$ cat src/rtl/store_monitor.sv
`default_nettype none
// ============================================================================
// store_monitor : logs MIPS data-memory stores into a FIFO and keeps a
//                 pass/fail verdict on the first store to WATCH_ADDR.
// Revision      : 1.0 - initial release
// ============================================================================
module store_monitor #(
  parameter int          DEPTH       = 8,
  parameter logic [31:0] WATCH_ADDR  = 32'd84,
  parameter logic [31:0] EXPECT_DATA = 32'd7,
  parameter int          TIMEOUT     = 1000
) (
  input  logic                       clk,
  input  logic                       reset,
  input  logic                       memwrite,
  input  logic [31:0]                dataaddr,
  input  logic [31:0]                writedata,
  output logic                       out_valid,
  input  logic                       out_ready,
  output logic [31:0]                out_addr,
  output logic [31:0]                out_data,
  output logic [$clog2(DEPTH):0]     count,
  output logic                       overflow,
  output logic                       misaligned,
  output logic                       done,
  output logic                       pass,
  output logic                       fail,
  output logic                       timed_out
);

  localparam int PW = $clog2(DEPTH);
  localparam int CW = PW + 1;

  localparam logic [1:0] ST_RUN  = 2'd0;
  localparam logic [1:0] ST_PASS = 2'd1;
  localparam logic [1:0] ST_FAIL = 2'd2;

  logic [31:0]   r_addr_mem [DEPTH];
  logic [31:0]   r_data_mem [DEPTH];
  logic [PW-1:0] r_wr_ptr;
  logic [PW-1:0] r_rd_ptr;
  logic [CW-1:0] r_count;
  logic          r_overflow;
  logic          r_misaligned;

  logic [1:0]    r_state;
  logic [31:0]   r_cycle;
  logic          r_done;
  logic          r_pass;
  logic          r_fail;
  logic          r_timed_out;

  logic w_push;
  logic w_pop;
  logic w_full;
  logic w_accept;
  logic w_watch;
  logic w_timeout_hit;

  // Case equality folds an X/Z strobe to "no store".
  assign w_push   = (memwrite === 1'b1);
  assign w_full   = (r_count == CW'(DEPTH));
  assign w_pop    = out_valid && out_ready;
  // A pop on the same edge frees the slot, so a full FIFO still accepts.
  assign w_accept = w_push && (!w_full || w_pop);
  assign w_watch  = w_push && (dataaddr == WATCH_ADDR);

  generate
    if (TIMEOUT != 0) begin : g_timeout
      localparam logic [31:0] TIMEOUT_LAST = 32'(TIMEOUT - 1);
      assign w_timeout_hit = (r_cycle == TIMEOUT_LAST);
    end else begin : g_no_timeout
      assign w_timeout_hit = 1'b0;
    end
  endgenerate

  // Storage array carries no reset; pointers and count define validity.
  always_ff @(posedge clk) begin
    if (!reset && w_accept) begin
      r_addr_mem[r_wr_ptr] <= dataaddr;
      r_data_mem[r_wr_ptr] <= writedata;
    end
  end

  always_ff @(posedge clk) begin
    if (reset) begin
      r_wr_ptr     <= '0;
      r_rd_ptr     <= '0;
      r_count      <= '0;
      r_overflow   <= 1'b0;
      r_misaligned <= 1'b0;
    end else begin
      if (w_accept) begin
        r_wr_ptr <= r_wr_ptr + PW'(1);
      end
      if (w_pop) begin
        r_rd_ptr <= r_rd_ptr + PW'(1);
      end
      case ({w_accept, w_pop})
        2'b10:   r_count <= r_count + CW'(1);
        2'b01:   r_count <= r_count - CW'(1);
        default: r_count <= r_count;
      endcase
      if (w_push && w_full && !w_pop) begin
        r_overflow <= 1'b1;
      end
      if (w_push && (dataaddr[1:0] != 2'b00)) begin
        r_misaligned <= 1'b1;
      end
    end
  end

  always_ff @(posedge clk) begin
    if (reset) begin
      r_state     <= ST_RUN;
      r_cycle     <= '0;
      r_done      <= 1'b0;
      r_pass      <= 1'b0;
      r_fail      <= 1'b0;
      r_timed_out <= 1'b0;
    end else begin
      case (r_state)
        ST_RUN: begin
          r_cycle <= r_cycle + 32'd1;
          // A watched store on the timeout edge takes priority.
          if (w_watch) begin
            r_done <= 1'b1;
            if (writedata == EXPECT_DATA) begin
              r_state <= ST_PASS;
              r_pass  <= 1'b1;
            end else begin
              r_state <= ST_FAIL;
              r_fail  <= 1'b1;
            end
          end else if (w_timeout_hit) begin
            r_state     <= ST_FAIL;
            r_done      <= 1'b1;
            r_fail      <= 1'b1;
            r_timed_out <= 1'b1;
          end
        end
        ST_PASS: r_state <= ST_PASS;
        ST_FAIL: r_state <= ST_FAIL;
        default: r_state <= ST_FAIL;
      endcase
    end
  end

  assign out_valid  = (r_count != '0);
  assign out_addr   = out_valid ? r_addr_mem[r_rd_ptr] : 32'd0;
  assign out_data   = out_valid ? r_data_mem[r_rd_ptr] : 32'd0;
  assign count      = r_count;
  assign overflow   = r_overflow;
  assign misaligned = r_misaligned;
  assign done       = r_done;
  assign pass       = r_pass;
  assign fail       = r_fail;
  assign timed_out  = r_timed_out;

endmodule
`default_nettype wire
$ cat config.mk
export PLATFORM = sky130hd
export DESIGN_NAME = store_monitor
export DESIGN_NICKNAME = d
export VERILOG_FILES = /design/src/rtl/store_monitor.sv
export SDC_FILE = /design/constraint.sdc
export NUM_CORES = 1
export LEC_CHECK = 0
export BUFFER_PORTS_ARGS = -buffer_cell sky130_fd_sc_hd__buf_2
export CAP_MARGIN = 40
export CORE_ASPECT_RATIO = 0.6
export CORE_MARGIN = 2
export CORE_UTILIZATION = 48
export CTS_BUF_LIST = sky130_fd_sc_hd__clkbuf_8
export CTS_CLUSTER_DIAMETER = 150
export DETAILED_ROUTE_END_ITERATION = 8
export GPL_ROUTABILITY_DRIVEN = 0
export PLACE_DENSITY = 0.64
export SYNTH_ARGS = -nofsm -noshare
export SYNTH_HDL_FRONTEND = slang
export SYNTH_SLANG_ARGS = --single-unit
$ cat constraint.sdc
create_clock -name clk -period 8.4 [get_ports clk]
set_clock_uncertainty 0.05 [all_clocks]
set_input_delay 1.26 -clock clk [delete_from_list [all_inputs] [get_ports clk]]
set_output_delay 1.26 -clock clk [all_outputs]
set_load 0.005 [all_outputs]
==> results of run 1 <==
==> worst paths after layout <==
path             from  slack, ns          endpoint  depth (start not counted)
max              flop       3.84      out_addr[28]                          6
min              done       0.39              done                          2
max reg2reg  count[0]       5.15  r_addr_mem[1][5]                          5
min reg2reg      done       0.39              done                          2
==> metal layers <==
metal | routed length (um) | vias up
met3 | 2540 | 71
li1 | - | 4953
met4 | 783 | 6
met5 | 28 | -
met2 | 21600 | 313
met1 | 21600 | 5808
==> where the power goes <==
group	total, uW	switching [uW]	leakage (uW)	internal (uW)
Sequential	3150	39.5	0.00506	3110
Combinational	948	511	0.00213	438
Clock	1960	1010	0.000850	954
Total	6060	1560	0.00803	4510
==> registers in the layout, summed over array words and instances (netlist names), named ones only <==
register,count
misaligned,1
r_wr_ptr,3
done,1
timed_out,1
fail,1
r_data_mem,256
r_cycle,32
count,4
r_state,2
r_addr_mem,256
overflow,1
pass,1
r_rd_ptr,3
==> cells by family (layout without fill, tap and decap cells) <==
kind of cell,after synthesis,count (layout),share of synthesized area
simple gates,221,221,0.0501
xor+xnor,27,27,0.0108
flops,565,565,0.751
compound gates,43,43,0.0120
fa+ha+maj,4,4,0.00229
other cells,0,1,0
mux,194,194,0.162
buf+inv,65,326,0.0123
==> placed cells by master (no fill, tap or decap), types with 6 or more instances in the layout <==
cell      netlist  routed
nor2_1        112     106
nor4_1         18      17
or3_1           7       7
nor2_4          0       6
nor3_1         10       8
clkinv_2        0      10
xnor2_1         8       8
dfxtp_1        53      50
mux2i_1        66      66
xor2_1         19      19
buf_2          14     144
mux4_2        128     128
inv_1          12      42
buf_4           0      17
or4_1           6       6
clkinv_1        0      16
nand4_1        13      13
clkbuf_8        0      83
a21oi_1        18      18
o21ai_0         9       9
nand2_1        20      20
edfxtp_1      512     512
nand3_1        13      13
==> cell type report <==
type,instances,area (um^2)
antenna,1,2.50
clock buffer,83,1140
clock inverter,62,297
fill,3488,20000
inverter,12,45.0
multi-input combinational,489,5250
sequential,565,16400
tap,589,737
timing repair buffer,169,1010
==> through the flow <==
stage	util	hold WS (ns)	instances
finish	0.555	0.394	1970
global route	0.555	0.438	1970
CTS	0.555	0.393	1967
detailed placement	0.523	0.386	1822
global placement	0.520	0.388	1815
floorplan	-	0.392	1119
==> worst min-delay path, stage by stage, from the launching register on <==
cell     delay [ns]
dfxtp_1        0.30
inv_1          0.05
a21oi_1        0.05
==> summary.txt, run 1 <==
Global routing
  – Largest net degree at the start of global routing: 85
  – Gr busiest metal: met2
  – Vias in the first global route: 11500
  – Total congestion overflow: 0
  – M2 GR Usage: 0.307
  – Met1 usage: 0.296
  – Met3 usage: 0.0416
  – Total GRT Usage: 0.200
  – First-pass GRT wire length: 70.5 mm
  – Initial antenna violation count: 4

Clock network
  – CTS root buf: clkbuf_8
  – H-tree levels: 3
  – PostCTS Resize Cnt: 0
  – TritonCTS clock tree: done
  – Clk sink count: 565
  – CTS clk-pin slew, worst paths: 0.06 ns
  – Worst-Skew Late Latency: 0.64 ns
  – Clock Tree Buf Depth: 3
  – Post-CTS setup buffers: 0
  – Post-CTS Hold Fix Bufs: 0
  – Inserted Clock Buffers: 81

Timing
  – F_max: 219 MHz
  – Slew HR: 0.408
  – Worst slew pin tran: 0.889 ns
  – Final slew viol count: 0
  – Final period utilization: 0.543
  – Setup tns final: 0 ns
  – # setup viols final: 0
  – Final WS setup: 3.84 ns
  – RSZ-0062 raised after global routing: false
  – Final hold vios: 0
  – Final Critical Period: 4.56 ns

Worst setup path
  – Cells along the critical path: buf_16 -> buf_12 -> mux4_2 -> mux2i_1 -> nor2_1 -> buf_2
  – Cell family with most CP delay: buffers and inverters
  – Crit path buffers/inverters: 3
  – CP required: 7.09 ns
  – CP max stage delay: 0.58 ns
  – Worst EP arrival: 3.25 ns
  – CP max-delay cell: mux4_2
  – CP Launch Type: flop
  – CP endpoint kind: output pin
  – Class of the most critical setup path: reg -> out
  – Crit Path Max Fanout: 84

Hold path
  – Hold/Removal Path Class: reg -> reg

Flow run
  – Max-cap viol count: 0

Floorplanning
  – Starting Density: 0.488
  – Die Width: 280 um
  – Die Ht: 169 um
  – Core area: 44900 um^2
  – Die Area: 47400 um^2
  – Io pins: 143
  – Rows: 60

Synthesis
  – Sequential fraction of the synthesis area: 0.751
  – Post-synth top flop: edfxtp_1
  – Most frequent cell after synthesis: edfxtp_1
  – Leading area contributor after synthesis: edfxtp_1
  – Syn Inst Count: 1119
  – Synth cell count leaders: 512 x edfxtp_1, 128 x mux4_2, 112 x nor2_1
  – Synth cell types: 44
  – Syn Std Cell Area: 21900 um^2
  – Post-synth ARST share: 0
  – Post-Syn Nets: 1191
  – Post-synth EDFFs: 512
  – Largest cells by area after synthesis: edfxtp_1 70%, mux4_2 13%, dfxtp_1 4.8%
  – Synthesis-stage register bit count: 565
  – Syn Area/Cell: 19.6 um^2
  – Yosys top cell area share: 0.702
  – YS warnings: 0

Final layout
  – Nets@finish: 1390
  – Final instance area: 24900 um^2
  – Fraction of layout cells with a size suffix above 1: 0.299
  – Synth-to-layout area growth: 13.9%

Placement
  – Place WS: 4.14 ns
  – Dpl cell area: 23500 um^2
  – IO Port Bufs: 142
  – Hpwl dp: 26.5 mm

Route
  – Iter 0 DRT Violations: 883
  – Total routed wirelength: 46.5 mm
  – Routed Antenna Nets: 0
  – Routed WL per cell: 23.6 um
  – DRC errors left: 0
  – First drt pass iteration count: 5
  – Vias: 11200
  – Vias per inst: 5.66

Outcome
  – Status: completed

Power and ir drop
  – Pwr Density: 243 nW/um^2
  – Maximum vdd drop: 0.122 mV
  – Leak pwr: 0.00803 uW
  – Power, Total: 6060 uW
(Power assumes the default switching activity.)
==> inputs of run 2 (changes only) <==
--- a/config.mk
+++ b/config.mk
@@ -14,7 +14,7 @@
 export CTS_CLUSTER_DIAMETER = 150
 export DETAILED_ROUTE_END_ITERATION = 8
 export GPL_ROUTABILITY_DRIVEN = 0
-export PLACE_DENSITY = 0.64
+export PLACE_DENSITY = 0.66
 export SYNTH_ARGS = -nofsm -noshare
 export SYNTH_HDL_FRONTEND = slang
 export SYNTH_SLANG_ARGS = --single-unit
==> constraint.sdc (replaced) <==
create_clock -name clk -period 3.67 [get_ports clk]
set_clock_uncertainty 0.05 [all_clocks]
set_input_delay 0.5505 -clock clk [delete_from_list [all_inputs] [get_ports clk]]
set_output_delay 0.5505 -clock clk [all_outputs]
set_load 0.005 [all_outputs]
==> summary.txt, run 2 (synthesis gave the netlist of run 1 again) <==
Outcome
  – Status: completed

Worst setup path
  – CP max-delay cell: mux4_2
  – CP required: 3.07 ns (-4.02 ns)
  – CP endpoint kind: output pin
  – Reg2reg path depth: 6 (+1)
  – Cells along the critical path: buf_12 -> mux4_2 -> mux2i_1 -> nor2_1 -> buf_2
  – Worst EP arrival: 2.66 ns (-0.59 ns)
  – CP max stage delay: 0.57 ns (about the same)
  – CP Launch Type: flop
  – Crit Path Max Fanout: 39 (-54%)
  – Class of the most critical setup path: reg -> out

Clock network
  – CTS root buf: clkbuf_8
  – Post-CTS Hold Fix Bufs: 0 (unchanged)
  – Worst-Skew Late Latency: 0.64 ns (about the same)
  – Inserted Clock Buffers: 80 (-1.2%)
  – PostCTS Resize Cnt: 0 (unchanged)
  – H-tree levels: 3 (unchanged)
  – TritonCTS clock tree: done
  – Clock Tree Buf Depth: 3 (unchanged)
  – CTS clk-pin slew, worst paths: 0.06 ns (about the same)
  – Post-CTS setup buffers: 0 (unchanged)
  – Clk sink count: 565 (unchanged)

Final layout
  – FF/Latch Area: 16400 um^2 (unchanged)
  – Synth-to-layout area growth: 14.5%
  – Fillers: 3436 (-1.5%)
  – Multi-input gate area: 5260 um^2 (+0.24%)
  – Biggest regs: r_addr_mem: 256 flops, r_data_mem: 256 flops, r_cycle: 32 flops
  – Commonest cells after routing, fill and taps aside: 512 x edfxtp_1, 142 x buf_2, 128 x mux4_2, 106 x nor2_1, 85 x clkbuf_8
  – Fraction of layout cells with a size suffix above 1: 0.299 (unchanged)
  – Nets@finish: 1391 (+0.072%)
  – Commonest non-fill, non-tap cell in the layout: edfxtp_1

Route
  – Iter 0 DRT Violations: 1032 (+17%)
  – Met1 wire length: 21.3 mm (-1.1%)
  – Routed Antenna Nets: 0 (unchanged)
  – DR WL met2: 21.3 mm (-1.3%)
  – Metal3 WL: 2.80 mm (+10%)
  – Vias per inst: 5.69 (+0.45%)
  – Top sig layer: met4
  – First drt pass iteration count: 5 (unchanged)
  – Total routed wirelength: 46.2 mm (-0.54%)
  – Routed WL per cell: 23.5 um (-0.64%)
  – Vias: 11200 (+0.55%)
  – DRC errors left: 0 (unchanged)

Timing
  – F_max: 307 MHz
  – # setup viols final: 0 (unchanged)
  – RSZ-0062 raised after global routing: false
  – Worst slew pin tran: 0.793 ns (-0.0958 ns)
  – Final Critical Period: 3.26 ns
  – Final slew viol count: 0 (unchanged)
  – Hold slack: 0.148 ns (-0.246 ns)
  – Slew HR: 0.467 (+0.0598)
  – Final hold vios: 0 (unchanged)
  – Setup tns final: 0 ns (unchanged)
  – Final period utilization: 0.887

Power and ir drop
  – Clock Power Share: 0.324 (about the same)
  – Maximum vdd drop: 0.305 mV (+150%)
  – Switching Share: 0.255 (-0.00167)
  – Pwr Density: 554 nW/um^2 (+130%)
  – Net Sw Power: 3550 uW (+130%)
  – Flop pwr share: 0.520 (about the same)
  – Internal power: 10400 uW (+130%)
  – Leak pwr: 0.00807 uW (+0.43%)
  – Comb power frac: 0.156 (about the same)

Floorplanning
  – Die Area: 47400 um^2 (unchanged)
  – Core area: 44900 um^2 (unchanged)
  – Rows: 60 (unchanged)
  – Starting Density: 0.488 (unchanged)
  – Die Width: 280 um (unchanged)
  – Die Ht: 169 um (unchanged)
  – Io pins: 143 (unchanged)

Flow run
  – Max-cap viol count: 0 (unchanged)

Global routing
  – Total congestion overflow: 0 (unchanged)
  – Largest net degree at the start of global routing: 66 (-22%)
  – Total GRT Usage: 0.197 (-0.00348)
  – Initial antenna violation count: 3 (-1)
  – First-pass GRT wire length: 70.0 mm (-0.77%)
  – Vias in the first global route: 11600 (+0.51%)

Hold path
  – Hold/Removal Path Class: in -> reg
  – Hold Path Depth: 1 (-1)

Placement
  – Hpwl dp: 26.9 mm (+1.4%)
  – IO Port Bufs: 142 (unchanged)
run 2: changes by cell type in the layout (fill, tap and decap cells not counted), sizes merged:
| cell | before | now |
|---|---|---|
| buf | 167 | 170 |
| clkbuf | 84 | 85 |
| clkdlybuf4s15 | 1 | 0 |
| clkdlybuf4s18 | 0 | 1 |
| clkinv | 26 | 22 |
| clkinvlp | 2 | 1 |
| diode | 1 | 3 |
| inv | 45 | 46 |
run 2: power groups by stage:
stage	clock, uW	combinational [uW]	sequential, uW
3_3_place_gp	0	2190	7360
5_1_grt	4880	2360	7240
6_report	4510	2160	7230
3_5_place_dp	0	2210	7370
2_1_floorplan	0	1370	7300
4_1_cts	4630	2220	7230
run 2: final timing paths:
| check | from | to | slack [ns] |
|---|---|---|---|
| max | flop | out_data[16] | 0.41 |
| min | writedata[5] | r_data_mem[4][5] | 0.15 |
| max reg2reg | count[1] | r_addr_mem[0][20] | 1.11 |
| min reg2reg | timed_out | timed_out | 0.39 |
run 2: worst max-delay path: cells and delay by family, from the launching register on:
family                 cells  cell delay, ns
muxes                      2            0.92
and+or+nand+nor            1            0.08
buffers and inverters      2            0.49
DFF                        1            0.51
run 2: layer usage:
layer | GRT usage | vias up
met5 | 0 | -
met4 | 0.0553 | 0
met3 | 0.0479 | 72
met2 | 0.299 | 334
met1 | 0.287 | 5855
li1 | - | 4951
run 2: area by class of cell:
type                    count  area share
well taps                 589      0.0294
repair buffers            171      0.0454
clock inverters            58      0.0105
diodes                      3    0.000299
inverters                  12     0.00180
clock buffers              85      0.0467
flip-flops and latches    565       0.656
multi-input cells         489       0.210
run 2: metrics by stage:
step                instances   util  area [um^2]  power [uW]  worst slack, ns
floorplan                1119      -        21900        8660           -0.763
global placement         1822  0.525        23600        9550            0.566
detailed placement       1826  0.526        23600        9580            0.897
CTS                      1969  0.558        25100       14100            0.350
global route             1972  0.559        25100       14500            0.253
finish                   1972  0.559        25100       13900            0.413
